<file path="src/rtl/alu_share_arbiter_pkg.sv">
// Shared constants and types for the two-port alu arbiter and its alu.
package alu_share_arbiter_pkg;

  localparam int ALU_W = 32;

  // Gselect codes. Arithmetic codes are A + Y + cin, where {Y sel, cin} = op[2:0].
  // Logic codes ignore op[0].
  localparam logic [3:0] TRANSFER_A  = 4'b0000;
  localparam logic [3:0] INC_A       = 4'b0001;
  localparam logic [3:0] ADD_AB      = 4'b0010;
  localparam logic [3:0] ADD_AB_C    = 4'b0011;
  localparam logic [3:0] A_PLUS_NB   = 4'b0100;
  localparam logic [3:0] SUB_AB      = 4'b0101;
  localparam logic [3:0] DEC_A       = 4'b0110;
  localparam logic [3:0] TRANSFER_A1 = 4'b0111;
  localparam logic [3:0] AND_AB      = 4'b1000;
  localparam logic [3:0] OR_AB       = 4'b1010;
  localparam logic [3:0] XOR_AB      = 4'b1100;
  localparam logic [3:0] NOT_A       = 4'b1110;

  // Requester indices.
  localparam logic P_EX = 1'b0;
  localparam logic P_BR = 1'b1;

  // Output register occupancy.
  typedef enum logic {ST_EMPTY, ST_FULL} obuf_state_e;

  // Registered response payload.
  typedef struct packed {
    logic [ALU_W-1:0] g;
    logic             c;
    logic             v;
    logic             err;
  } rsp_t;

endpackage

</file>
<file path="src/rtl/alu_share_arbiter_alu.sv">
// 32-bit alu: G = f(A, B, Gselect) with carry-out and signed overflow.
module alu_share_arbiter_alu
  import alu_share_arbiter_pkg::*;
#(
  parameter int W = 32
) (
  input  logic [W-1:0] a,
  input  logic [W-1:0] b,
  input  logic [3:0]   sel,
  output logic [W-1:0] g,
  output logic         c,
  output logic         v
);

  logic [W-1:0] y;
  logic [W:0]   sum;

  // Arithmetic path: pick Y from {0, B, ~B, all-ones}, add with cin = sel[0].
  always_comb begin
    y = '0;
    unique case (sel[2:1])
      2'b00: y = '0;
      2'b01: y = b;
      2'b10: y = ~b;
      default: y = '1;
    endcase
    sum = {1'b0, a} + {1'b0, y} + {{W{1'b0}}, sel[0]};
  end

  // Result select; logic ops report no carry or overflow.
  always_comb begin
    g = sum[W-1:0];
    c = sum[W];
    v = (a[W-1] == y[W-1]) && (sum[W-1] != a[W-1]);
    if (sel[3]) begin
      c = 1'b0;
      v = 1'b0;
      unique case (sel[3:1])
        AND_AB[3:1]: g = a & b;
        OR_AB[3:1]:  g = a | b;
        XOR_AB[3:1]: g = a ^ b;
        default:     g = ~a;
      endcase
    end
  end

endmodule

</file>
<file path="src/rtl/alu_share_arbiter.sv">
// Round-robin share of one alu between EX (port 0) and branch/address (port 1).
// One registered response slot; drain and accept may overlap for 1 op/cycle.
module alu_share_arbiter
  import alu_share_arbiter_pkg::*;
#(
  parameter int          DATA_W   = 32,
  parameter logic        RR_INIT  = 1'b1,
  parameter logic [15:0] OP_MASK1 = 16'hFFFF
) (
  input  logic              clk,
  input  logic              rst_n,
  input  logic [1:0]        req_valid,
  output logic [1:0]        req_ready,
  input  logic [DATA_W-1:0] req_a0,
  input  logic [DATA_W-1:0] req_a1,
  input  logic [DATA_W-1:0] req_b0,
  input  logic [DATA_W-1:0] req_b1,
  input  logic [3:0]        req_op0,
  input  logic [3:0]        req_op1,
  output logic [1:0]        rsp_valid,
  input  logic [1:0]        rsp_ready,
  output logic [DATA_W-1:0] rsp_g,
  output logic              rsp_c,
  output logic              rsp_v,
  output logic              rsp_err,
  output logic              busy
);

  obuf_state_e       state;
  logic              owner;
  logic              last_grant;
  rsp_t              rsp_q;

  logic              drain;
  logic              can_accept;
  logic              grant;
  logic              accept;
  logic              illegal;
  logic [DATA_W-1:0] alu_a, alu_b, alu_g;
  logic [3:0]        alu_op;
  logic              alu_c, alu_v;

  // Slot frees this cycle only when its owner takes the response.
  assign drain      = (state == ST_FULL) && rsp_ready[owner];
  // Gating with rst_n keeps ready low for the whole reset window.
  assign can_accept = rst_n && ((state == ST_EMPTY) || drain);

  // Lone requester wins; on contention the port that did not win last time.
  always_comb begin
    grant = P_EX;
    unique case (req_valid)
      2'b10:   grant = P_BR;
      2'b11:   grant = ~last_grant;
      default: grant = P_EX;
    endcase
  end

  assign accept    = can_accept && (req_valid != 2'b00);
  assign req_ready = !accept ? 2'b00 : (grant ? 2'b10 : 2'b01);

  assign alu_a   = grant ? req_a1  : req_a0;
  assign alu_b   = grant ? req_b1  : req_b0;
  assign alu_op  = grant ? req_op1 : req_op0;
  // Only the branch port is restricted; EX may issue any code.
  assign illegal = (grant == P_BR) && !OP_MASK1[alu_op];

  alu_share_arbiter_alu #(.W(DATA_W)) u_alu (
    .a   (alu_a),
    .b   (alu_b),
    .sel (alu_op),
    .g   (alu_g),
    .c   (alu_c),
    .v   (alu_v)
  );

  // Output slot FSM, round-robin pointer and response capture.
  always_ff @(posedge clk or negedge rst_n) begin
    if (!rst_n) begin
      state      <= ST_EMPTY;
      owner      <= P_EX;
      last_grant <= RR_INIT;
      rsp_q      <= '0;
    end else if (accept) begin
      state      <= ST_FULL;
      owner      <= grant;
      last_grant <= grant;
      if (illegal) rsp_q <= '{g: '0, c: 1'b0, v: 1'b0, err: 1'b1};
      else         rsp_q <= '{g: alu_g, c: alu_c, v: alu_v, err: 1'b0};
    end else if (drain) begin
      state <= ST_EMPTY;
    end
  end

  assign rsp_valid = (state != ST_FULL) ? 2'b00 : (owner ? 2'b10 : 2'b01);
  assign rsp_g     = rsp_q.g;
  assign rsp_c     = rsp_q.c;
  assign rsp_v     = rsp_q.v;
  assign rsp_err   = rsp_q.err;
  assign busy      = (state == ST_FULL);

endmodule

</file>
<file path="config.mk">
export PLATFORM = sky130hd
export DESIGN_NAME = alu_share_arbiter
export DESIGN_NICKNAME = d
export VERILOG_FILES = /design/src/rtl/alu_share_arbiter_pkg.sv /design/src/rtl/alu_share_arbiter_alu.sv /design/src/rtl/alu_share_arbiter.sv
export SDC_FILE = /design/constraint.sdc
export NUM_CORES = 1
export LEC_CHECK = 0
export ABC_AREA = 0
export BUFFER_PORTS_ARGS = -buffer_cell sky130_fd_sc_hd__buf_2
export CAP_MARGIN = 20
export CORE_ASPECT_RATIO = 0.8
export CORE_MARGIN = 2
export CORE_UTILIZATION = 45
export CTS_BUF_LIST = sky130_fd_sc_hd__clkbuf_8 sky130_fd_sc_hd__clkbuf_16
export CTS_CLUSTER_SIZE = 12
export DETAILED_ROUTE_END_ITERATION = 16
export PLACE_DENSITY = 0.68
export SYNTH_ARGS = -nofsm -noshare
export SYNTH_HDL_FRONTEND = slang
export SYNTH_HIERARCHICAL = 1
export SYNTH_SLANG_ARGS = --single-unit
</file>
<file path="constraint.sdc">
create_clock -name clk -period 9.91 [get_ports clk]
set_input_delay 1.4865 -clock clk [delete_from_list [all_inputs] [get_ports clk]]
set_output_delay 1.4865 -clock clk [all_outputs]
set_load 0.005 [all_outputs]
</file>
==> results of run 1 <==
-- metrics by stage --
step,area (µm²),hold WS (ps),worst slack (ps)
after global placement,7850,466,3840
after detailed placement,7850,474,3730
after CTS,7980,488,3990
after floorplan,6890,483,4320
final,7980,483,3990
after global routing,7980,506,3630
-- flip-flops by register name, indices dropped and copies added (netlist names) --
signal and count:
rsp_g 32, busy 1, rsp_c 1, rsp_v 1, last_grant 1, owner 1
-- path summary, 6_finish.rpt --
| check | from | to | slack [ps] | cells past startpoint |
|---|---|---|---|---|
| setup / recovery | req_valid[1] | rsp_g[26] | 3990 | 17 |
| setup reg to reg | last_grant | rsp_g[26] | 4920 | 16 |
| hold / removal | rsp_g[11] | rsp_g[11] | 480 | 1 |
| max in group asynchronous | rst_n | rsp_g[27] | 7950 | 1 |
| min in group asynchronous | rst_n | owner | 1360 | 1 |
| hold reg to reg | rsp_g[11] | rsp_g[11] | 480 | 1 |
-- area by class of cell --
cell class / count / area [µm²]
clock buffers: 5 / 125
clock inverters: 3 / 13.8
fillers: 1415 / 7030
inverters: 102 / 383
multi-input cells: 586 / 5350
flip-flops and latches: 37 / 927
well taps: 189 / 236
repair buffers: 186 / 946
-- cell usage in the layout (no fill, tap or decap), types with 10 or more instances in the layout --
master    synthesis  layout
a211oi_1         10      10
a21oi_1          46      46
buf_2            12     180
dfrtp_1          36      36
ha_1             95      95
inv_1           102     103
mux2_2          132     131
mux4_2           27      27
nand2_1          57      57
nor2_1           32      32
o21ai_0          41      41
xnor2_1          13      13
xor2_1           11      11
-- critical path, delay by kind of cell --
family / cells / cell delay [ps]
buffers and inverters: 4 / 950
and+or+nand+nor: 2 / 250
adders and majority gates: 2 / 640
AOI/OAI and AO/OA: 6 / 1480
muxes: 3 / 1250
-- logic make-up (layout without fill, tap and decap cells) --
family | count (synthesis) | count (layout) | synth area share
multiplexers | 166 | 166 | 0.315
AO/OA/AOI/OAI | 154 | 154 | 0.149
buffers and inverters | 148 | 296 | 0.0913
AND/OR/NAND/NOR | 144 | 144 | 0.101
adder cells (fa/ha/maj) | 97 | 97 | 0.178
flip-flops | 37 | 37 | 0.134
XOR/XNOR | 24 | 24 | 0.0305
other | 1 | 1 | 0.000544
-- metal layers --
layer	up-vias	global-route usage
met4	0	0.0185
li1	3021	-
met5	-	0
met2	172	0.315
met1	2822	0.294
met3	8	0.0360
-- report_power, final --
group / switching (mW) / leakage, nW / internal (mW)
Clock: 0.0722 / 0.0748 / 0.0917
Sequential: 0.0374 / 0.442 / 0.222
Combinational: 0.425 / 3.38 / 0.405
==> results.toml, run 1 <==
[detailed_routing]
drcViolationCount = 0
wl_per_cell_um = 14.8
via_count = 6023
dr_wl_met3_um = 1000
ant_nets = 0
drtIter0Drc = 277
routed_wl_um = 16400
dr_wl_met2_um = 7060
vias_per_cell = 5.44
dr.pass1.iters = 5
drt-met1-wl_um = 8270
top_layer = "met4"

[logic_synthesis]
syn_area_um2 = 6890
synthCells = 771
yosys_most_used_dff = "dfrtp_1"
yosysWarnings = 6
syn_nets = 1010
synth_area_leaders = "mux2_2, ha_1, dfrtp_1, mux4_2, inv_1"
synth_top_area_cell = "mux2_2"
yosys.area.top_type_share = 0.216
synth_commonest_cells = "mux2_2, inv_1, ha_1"
synth_most_common_cell = "mux2_2"
ys_ff_latch = 37
yosysSeqAreaShare = 0.134
ys_types = 74
ys_async_sr_fraction = 1.00
synth_edf_count = 0
postSynthAreaPerCell_um2 = 8.94

[setup_path]
crit_path_max_incr_delay_ps = 660
crit_chain = "buf_2 > a21boi_4 > buf_4 > mux2_2 > buf_4 > mux2_2 > fa_1 > inv_1 > fa_1 > nor2b_1 > o2111ai_2 > nand2_1 > a211oi_2 > o31ai_2 > a2111oi_0 > a21oi_1 > mux2_2"
start_kind = "primary input"
cp.arrival_ps = 6090
cpMostUsedCell = "mux2_2"
critPathSlowestCell = "mux2_2"
required_ps = 10080
endpoint_kind = "flip-flop"
path_class = "primary input to flip-flop"
path_max_fanout = 37

[place]
gp_congestion = 0.883
placed_cells = 1100
dp_hpwl_um = 12800
io_buffer_count = 180

[final_layout]
diodes = 0
area_delta_synth_final_pct = 15.8
final_util = 0.532
fin_cells = 1108
drive_gt1_frac = 0.409
nNetsFinal = 1157

[global_routing]
grt_pass1_vias = 5470
overflow = 0
grt_start_max_net_pins = 80
grt_pass1_wl_um = 26700
antenna_found_initial = 1
grt_usage = 0.199

[clock_network]
htree_levels = 2
clockBufferDepth = 2
root_buffer = "clkbuf_16"
cts_hold_buf = 0
ctsResizeCount = 0
cts_setup_buffers = 0
clk_pin_slew_ps = 60
cts_tree = "done"
cts_buffers = 5
cts.sinks = 37
clkLatencyLatePin_ps = 290

[timing]
fin_crit_ps = 5920
fin_crit_sh = 0.597
slew_viol_final = 0
hold_viol = 0
skew_ps = 3.94
tightestPinTransition_ps = 973
fmax_ghz = 0.169
setup_viol = 0
rsz0062_at_grt = "no"
tns_ps = 0
relSlewSlack = 0.351

[min_path]
min_path_type = "flip-flop to flip-flop"

[power]
max-vdd-ir-drop_uv = 75.8
pwr_density_cell_nw_per_um2 = 157
p_total_mw = 1.25
total_leakage_power_nw = 3.89

[flow_run]
max_cap_violations = 0

[run_status]
outcome = "complete, no violations"

[floorplan]
io_pins = 182
die_h_um = 115
core_um2 = 15000
rows = 40
die_area_um2 = 16300
die_x_um = 142
start_util = 0.459
(Power assumes the default switching activity.)
==> inputs of run 2 (changes only) <==
PLACE_DENSITY = 0.71   (was 0.68)
clock period = 4.9 ns   (was 9.91 ns; I/O delays follow)
==> run 2 against run 1 <==
Sequential power rose by 100%; register-to-register slack got worse by 4200 ps; critical path depth fell by 1; sequential share of layout area fell by 0.20 points; power rose by 110%; clock power rose by 100%; global-route usage rose by 1.4 points; combinational power rose by 110%; final cell count rose by 1.1%; flip-flop and latch count did not move; core utilization rose by 0.93 points; hold slack improved by 16 ps; largest power group unchanged.
==> results.toml, run 2 (synthesis results as in run 1) <==
[clock_network]
cts_setup_buffers = 0
root_buffer = "clkbuf_16"
clk_pin_slew_ps = 60
cts_tree = "done"
clockBufferDepth = 2
htree_levels = 2
cts.sinks = 37
ctsResizeCount = 0
clkLatencyLatePin_ps = 290
cts_hold_buf = 0
cts_buffers = 5

[floorplan]
die_area_um2 = 16300
die_h_um = 115
core_um2 = 15000
rows = 40
io_pins = 182
start_util = 0.459
die_x_um = 142

[final_layout]
diodes = 0
regArea_um2 = 927
multi_input_area_um2 = 5350
largest_reg_flops = 32
post-route-cell-area_um2 = 8120
final_cell_mix = "buf_2, mux2_2, inv_1"
area_delta_synth_final_pct = 17.8
layout_commonest_cell = "buf_2"
nNetsFinal = 1169
drive_gt1_frac = 0.417
n_fill_cell = 1378

[detailed_routing]
drcViolationCount = 0
routed_wl_um = 17100
vias_per_cell = 5.41
ant_nets = 0
wl_per_cell_um = 15.2
drtIter0Drc = 242
dr.pass1.iters = 5
via_count = 6061

[global_routing]
overflow = 0
grt_pass1_wl_um = 28300
grt_usage = 0.212
grt_pass1_vias = 5890
grt_start_max_net_pins = 38
antenna_found_initial = 0

[setup_path]
crit_path_max_incr_delay_ps = 420
startpoint = "req_valid[1]"
required_ps = 5080
crit_chain = "buf_2 > a21boi_4 > buf_4 > mux2_4 > mux2_2 > fa_1 > inv_1 > fa_1 > nor2b_1 > o2111ai_2 > nand2_1 > a211oi_2 > o31ai_2 > a2111oi_0 > a21oi_1 > mux2_2"
path_class = "primary input to flip-flop"
start_kind = "primary input"
endpoint_kind = "flip-flop"
cp.arrival_ps = 4520
path_max_fanout = 17
worstReg2RegStart = "last_grant"
critPathSlowestCell = "mux2_4"

[timing]
fin_crit_ps = 4340
setup_viol = 0
tns_ps = 0
fmax_ghz = 0.230
tightestPinTransition_ps = 771
skew_ps = 3.08
rsz0062_at_grt = "no"
fin_crit_sh = 0.886
relSlewSlack = 0.485
hold_viol = 0
slew_viol_final = 0

[place]
dpl_cell_area_um2 = 7990
gp_congestion = 0.969
io_buffer_count = 180
dp_hpwl_um = 13900

[power]
max-vdd-ir-drop_uv = 177
pwr_density_cell_nw_per_um2 = 317
total_leakage_power_nw = 3.97

[flow_run]
max_cap_violations = 0

[min_path]
min_path_type = "flip-flop to flip-flop"
min_from = "rsp_g[11]"

[run_status]
outcome = "complete, no violations"
-- run 2: through the flow --
step / instances / setup slack, ps / utilization / total power, mW / hold slack (ps)
after floorplan: 771 / 59.0 / - / 1.73 / 439
after detailed placement: 1112 / 277 / 0.532 / 2.25 / 470
after global placement: 1112 / 343 / 0.532 / 2.21 / 470
after CTS: 1120 / 573 / 0.541 / 2.59 / 496
after global routing: 1120 / 345 / 0.541 / 2.82 / 522
final: 1120 / 560 / 0.541 / 2.57 / 498
-- run 2: final cells by class --
class | count | share of cell area
Multi-Input combinational cell | 586 | 0.659
Timing Repair Buffer | 198 | 0.134
Sequential cell | 37 | 0.114
Inverter | 102 | 0.0471
Tap cell | 189 | 0.0291
Clock buffer | 5 | 0.0154
Clock inverter | 3 | 0.00169
-- run 2: report_power, final --
group / internal, mW / leakage (nW) / switching (mW)
combinational: 0.842 / 3.45 / 0.873
sequential: 0.450 / 0.442 / 0.0793
clock: 0.185 / 0.0748 / 0.143
-- run 2: path summary, 6_finish.rpt --
path / slack (ps) / depth (start not counted) / end
min in group asynchronous: 530 / 2 / owner
max reg2reg: 720 / 15 / rsp_g[26]
max: 560 / 16 / rsp_g[26]
max in group asynchronous: 4010 / 2 / rsp_g[5]
min: 500 / 1 / rsp_g[11]
min reg2reg: 500 / 1 / rsp_g[11]
-- run 2: critical path, delay by kind of cell --
family / cells / cell delay [ps]
AOI/OAI and AO/OA: 6 / 1490
muxes: 3 / 990
buffers and inverters: 3 / 410
and+or+nand+nor: 2 / 260
adders and majority gates: 2 / 630
-- run 2: routing by layer --
| layer | vias up | share of wire | wire length (µm) | GRT usage |
|---|---|---|---|---|
| met5 | - | 0 | 0 | 0 |
| met4 | 0 | 0.0037 | 64 | 0.0218 |
| met3 | 7 | 0.057 | 980 | 0.0347 |
| met2 | 163 | 0.43 | 7390 | 0.351 |
| met1 | 2846 | 0.51 | 8640 | 0.304 |
| li1 | 3045 | - | - | - |
==> inputs of run 3 (changes only) <==
==> constraint.sdc (replaced) <==
create_clock -name clk -period 4.9 [get_ports clk]
set_input_delay 0 -clock clk [delete_from_list [all_inputs] [get_ports clk]]
set_output_delay 0 -clock clk [all_outputs]
set_load 0.005 [all_outputs]
==> run 3 against run 2 <==
Core utilization fell by 0.42 points; critical path depth decreased by 2; largest power group unchanged; combinational power hardly changed; highest routed layer unchanged; design area decreased by 0.79%; sequential power is essentially flat; setup slack improved by 140 ps; flip-flop and latch count unchanged; hold slack worse by 410 ps; die area did not move; power up 0.41%.
==> results.toml, run 3 (synthesis results as in run 1) <==
[timing]
hold_viol = 0
skew_ps = 10.4
fin_crit_sh = 0.858
tns_ps = 0
relSlewSlack = 0.379
slew_viol_final = 0
setup_viol = 0
rsz0062_at_grt = "no"
fin_crit_ps = 4200
fmax_ghz = 0.238
tightestPinTransition_ps = 931

[setup_path]
endpoint_kind = "flip-flop"
reg2regPathDepth = 14
start_kind = "flip-flop"
path_class = "flip-flop to flip-flop"
crit_path_max_incr_delay_ps = 490
crit_chain = "a21boi_4 > buf_4 > mux2_2 > fa_1 > inv_1 > fa_1 > nor2b_1 > o2111ai_2 > nand2_1 > a211oi_2 > o31ai_2 > a2111oi_0 > a21oi_1 > mux2_2"
critPathSlowestCell = "fa_1"
cp.arrival_ps = 4400
path_max_fanout = 17
required_ps = 5100

[global_routing]
overflow = 0
grt_start_max_net_pins = 79
antenna_found_initial = 0
grt_usage = 0.213
grt_pass1_vias = 5660
grt_pass1_wl_um = 27900

[power]
p_int_mw = 1.48
clock_power_share = 0.137
total_leakage_power_nw = 3.93
p_switching_mw = 1.10
pwr_density_cell_nw_per_um2 = 320
seq_power_share = 0.204
switching_share = 0.428
comb_power_share = 0.659
max-vdd-ir-drop_uv = 246

[final_layout]
largest_reg_flops = 32
final_cell_mix = "buf_2, mux2_2, inv_1"
area_delta_synth_final_pct = 16.9
diodes = 0
layout_commonest_cell = "buf_2"
n_fill_cell = 1398
final_util = 0.537
drive_gt1_frac = 0.411
nNetsFinal = 1162

[place]
io_buffer_count = 180
dp_hpwl_um = 13300
gp_congestion = 0.915

[floorplan]
die_x_um = 142
rows = 40
io_pins = 182
die_area_um2 = 16300
start_util = 0.459
die_h_um = 115
core_um2 = 15000

[clock_network]
ctsResizeCount = 0
clk_pin_slew_ps = 70
cts_tree = "done"
clkLatencyLatePin_ps = 300
clockBufferDepth = 2
cts_buffers = 5
htree_levels = 2
cts.sinks = 37
root_buffer = "clkbuf_16"

[detailed_routing]
dr.pass1.iters = 5
drcViolationCount = 0
drtIter0Drc = 356
vias_per_cell = 5.48
routed_wl_um = 17200
wl_per_cell_um = 15.4
ant_nets = 0
via_count = 6095

[flow_run]
max_cap_violations = 0

[min_path]
min_path_type = "primary input to flip-flop"
whs_path_depth = 4

[run_status]
outcome = "complete, no violations"
## run 3: routing by layer
metal  vias to the layer above  global-route usage  wire length, µm
li1                       3035                   -                -
met1                      2870               0.311             8490
met2                       183               0.333             7430
met4                         0              0.0416              112
met5                         -                   0                0
met3                         7              0.0406             1130
## run 3: layout make-up
type | count | area (µm²) | area share
multi-input cells | 586 | 5350 | 0.664
repair buffers | 191 | 1010 | 0.125
clock buffers | 6 | 139 | 0.0172
inverters | 102 | 383 | 0.0475
flip-flops and latches | 37 | 927 | 0.115
clock inverters | 2 | 11.3 | 0.00140
well taps | 189 | 236 | 0.0293
## run 3: power groups by stage
stage	Sequential, mW	Clock (mW)	Combinational, mW
after CTS	0.528	0.368	1.70
after floorplan	0.534	0	1.20
after detailed placement	0.531	0	1.69
after global routing	0.548	0.373	1.90
after global placement	0.528	0	1.66
final	0.527	0.354	1.70
## run 3: worst max-delay path, delay by kind of cell (launching register included)
family                   cells  cell delay [ps]
AO/OA/AOI/OAI                6             1630
multiplexers                 2              690
adder cells (fa/ha/maj)      2              690
buffers and inverters        2              420
flip-flops                   1              380
AND/OR/NAND/NOR              2              260
## run 3: final timing paths
check,start,end,slack (ps)
worst max-delay path,last_grant,rsp_g[26],700
worst min-delay path,rsp_ready[0],busy,90
worst max register to register,last_grant,rsp_g[26],700
worst min register to register,rsp_g[11],rsp_g[11],490
max in group asynchronous,rst_n,last_grant,4230
min in group asynchronous,rst_n,busy,130
## run 3: repair_timing
item                      in CTS  in global routing
hold endpoints to repair      36                  0
hold buffers                   1                  0
setup buffers                  0                  0
## run 3: through the flow
stage          hold WS, ps  worst slack, ps  cell area (µm²)  power [mW]  cells
2_1_floorplan         -296              445             6890        1.73    771
3_3_place_gp           210              829             7880        2.19   1103
3_5_place_dp           211              768             7880        2.22   1103
4_1_cts               75.2              725             8040        2.59   1112
5_1_grt               97.1              477             8060        2.82   1113
6_report              85.0              697             8060        2.58   1113
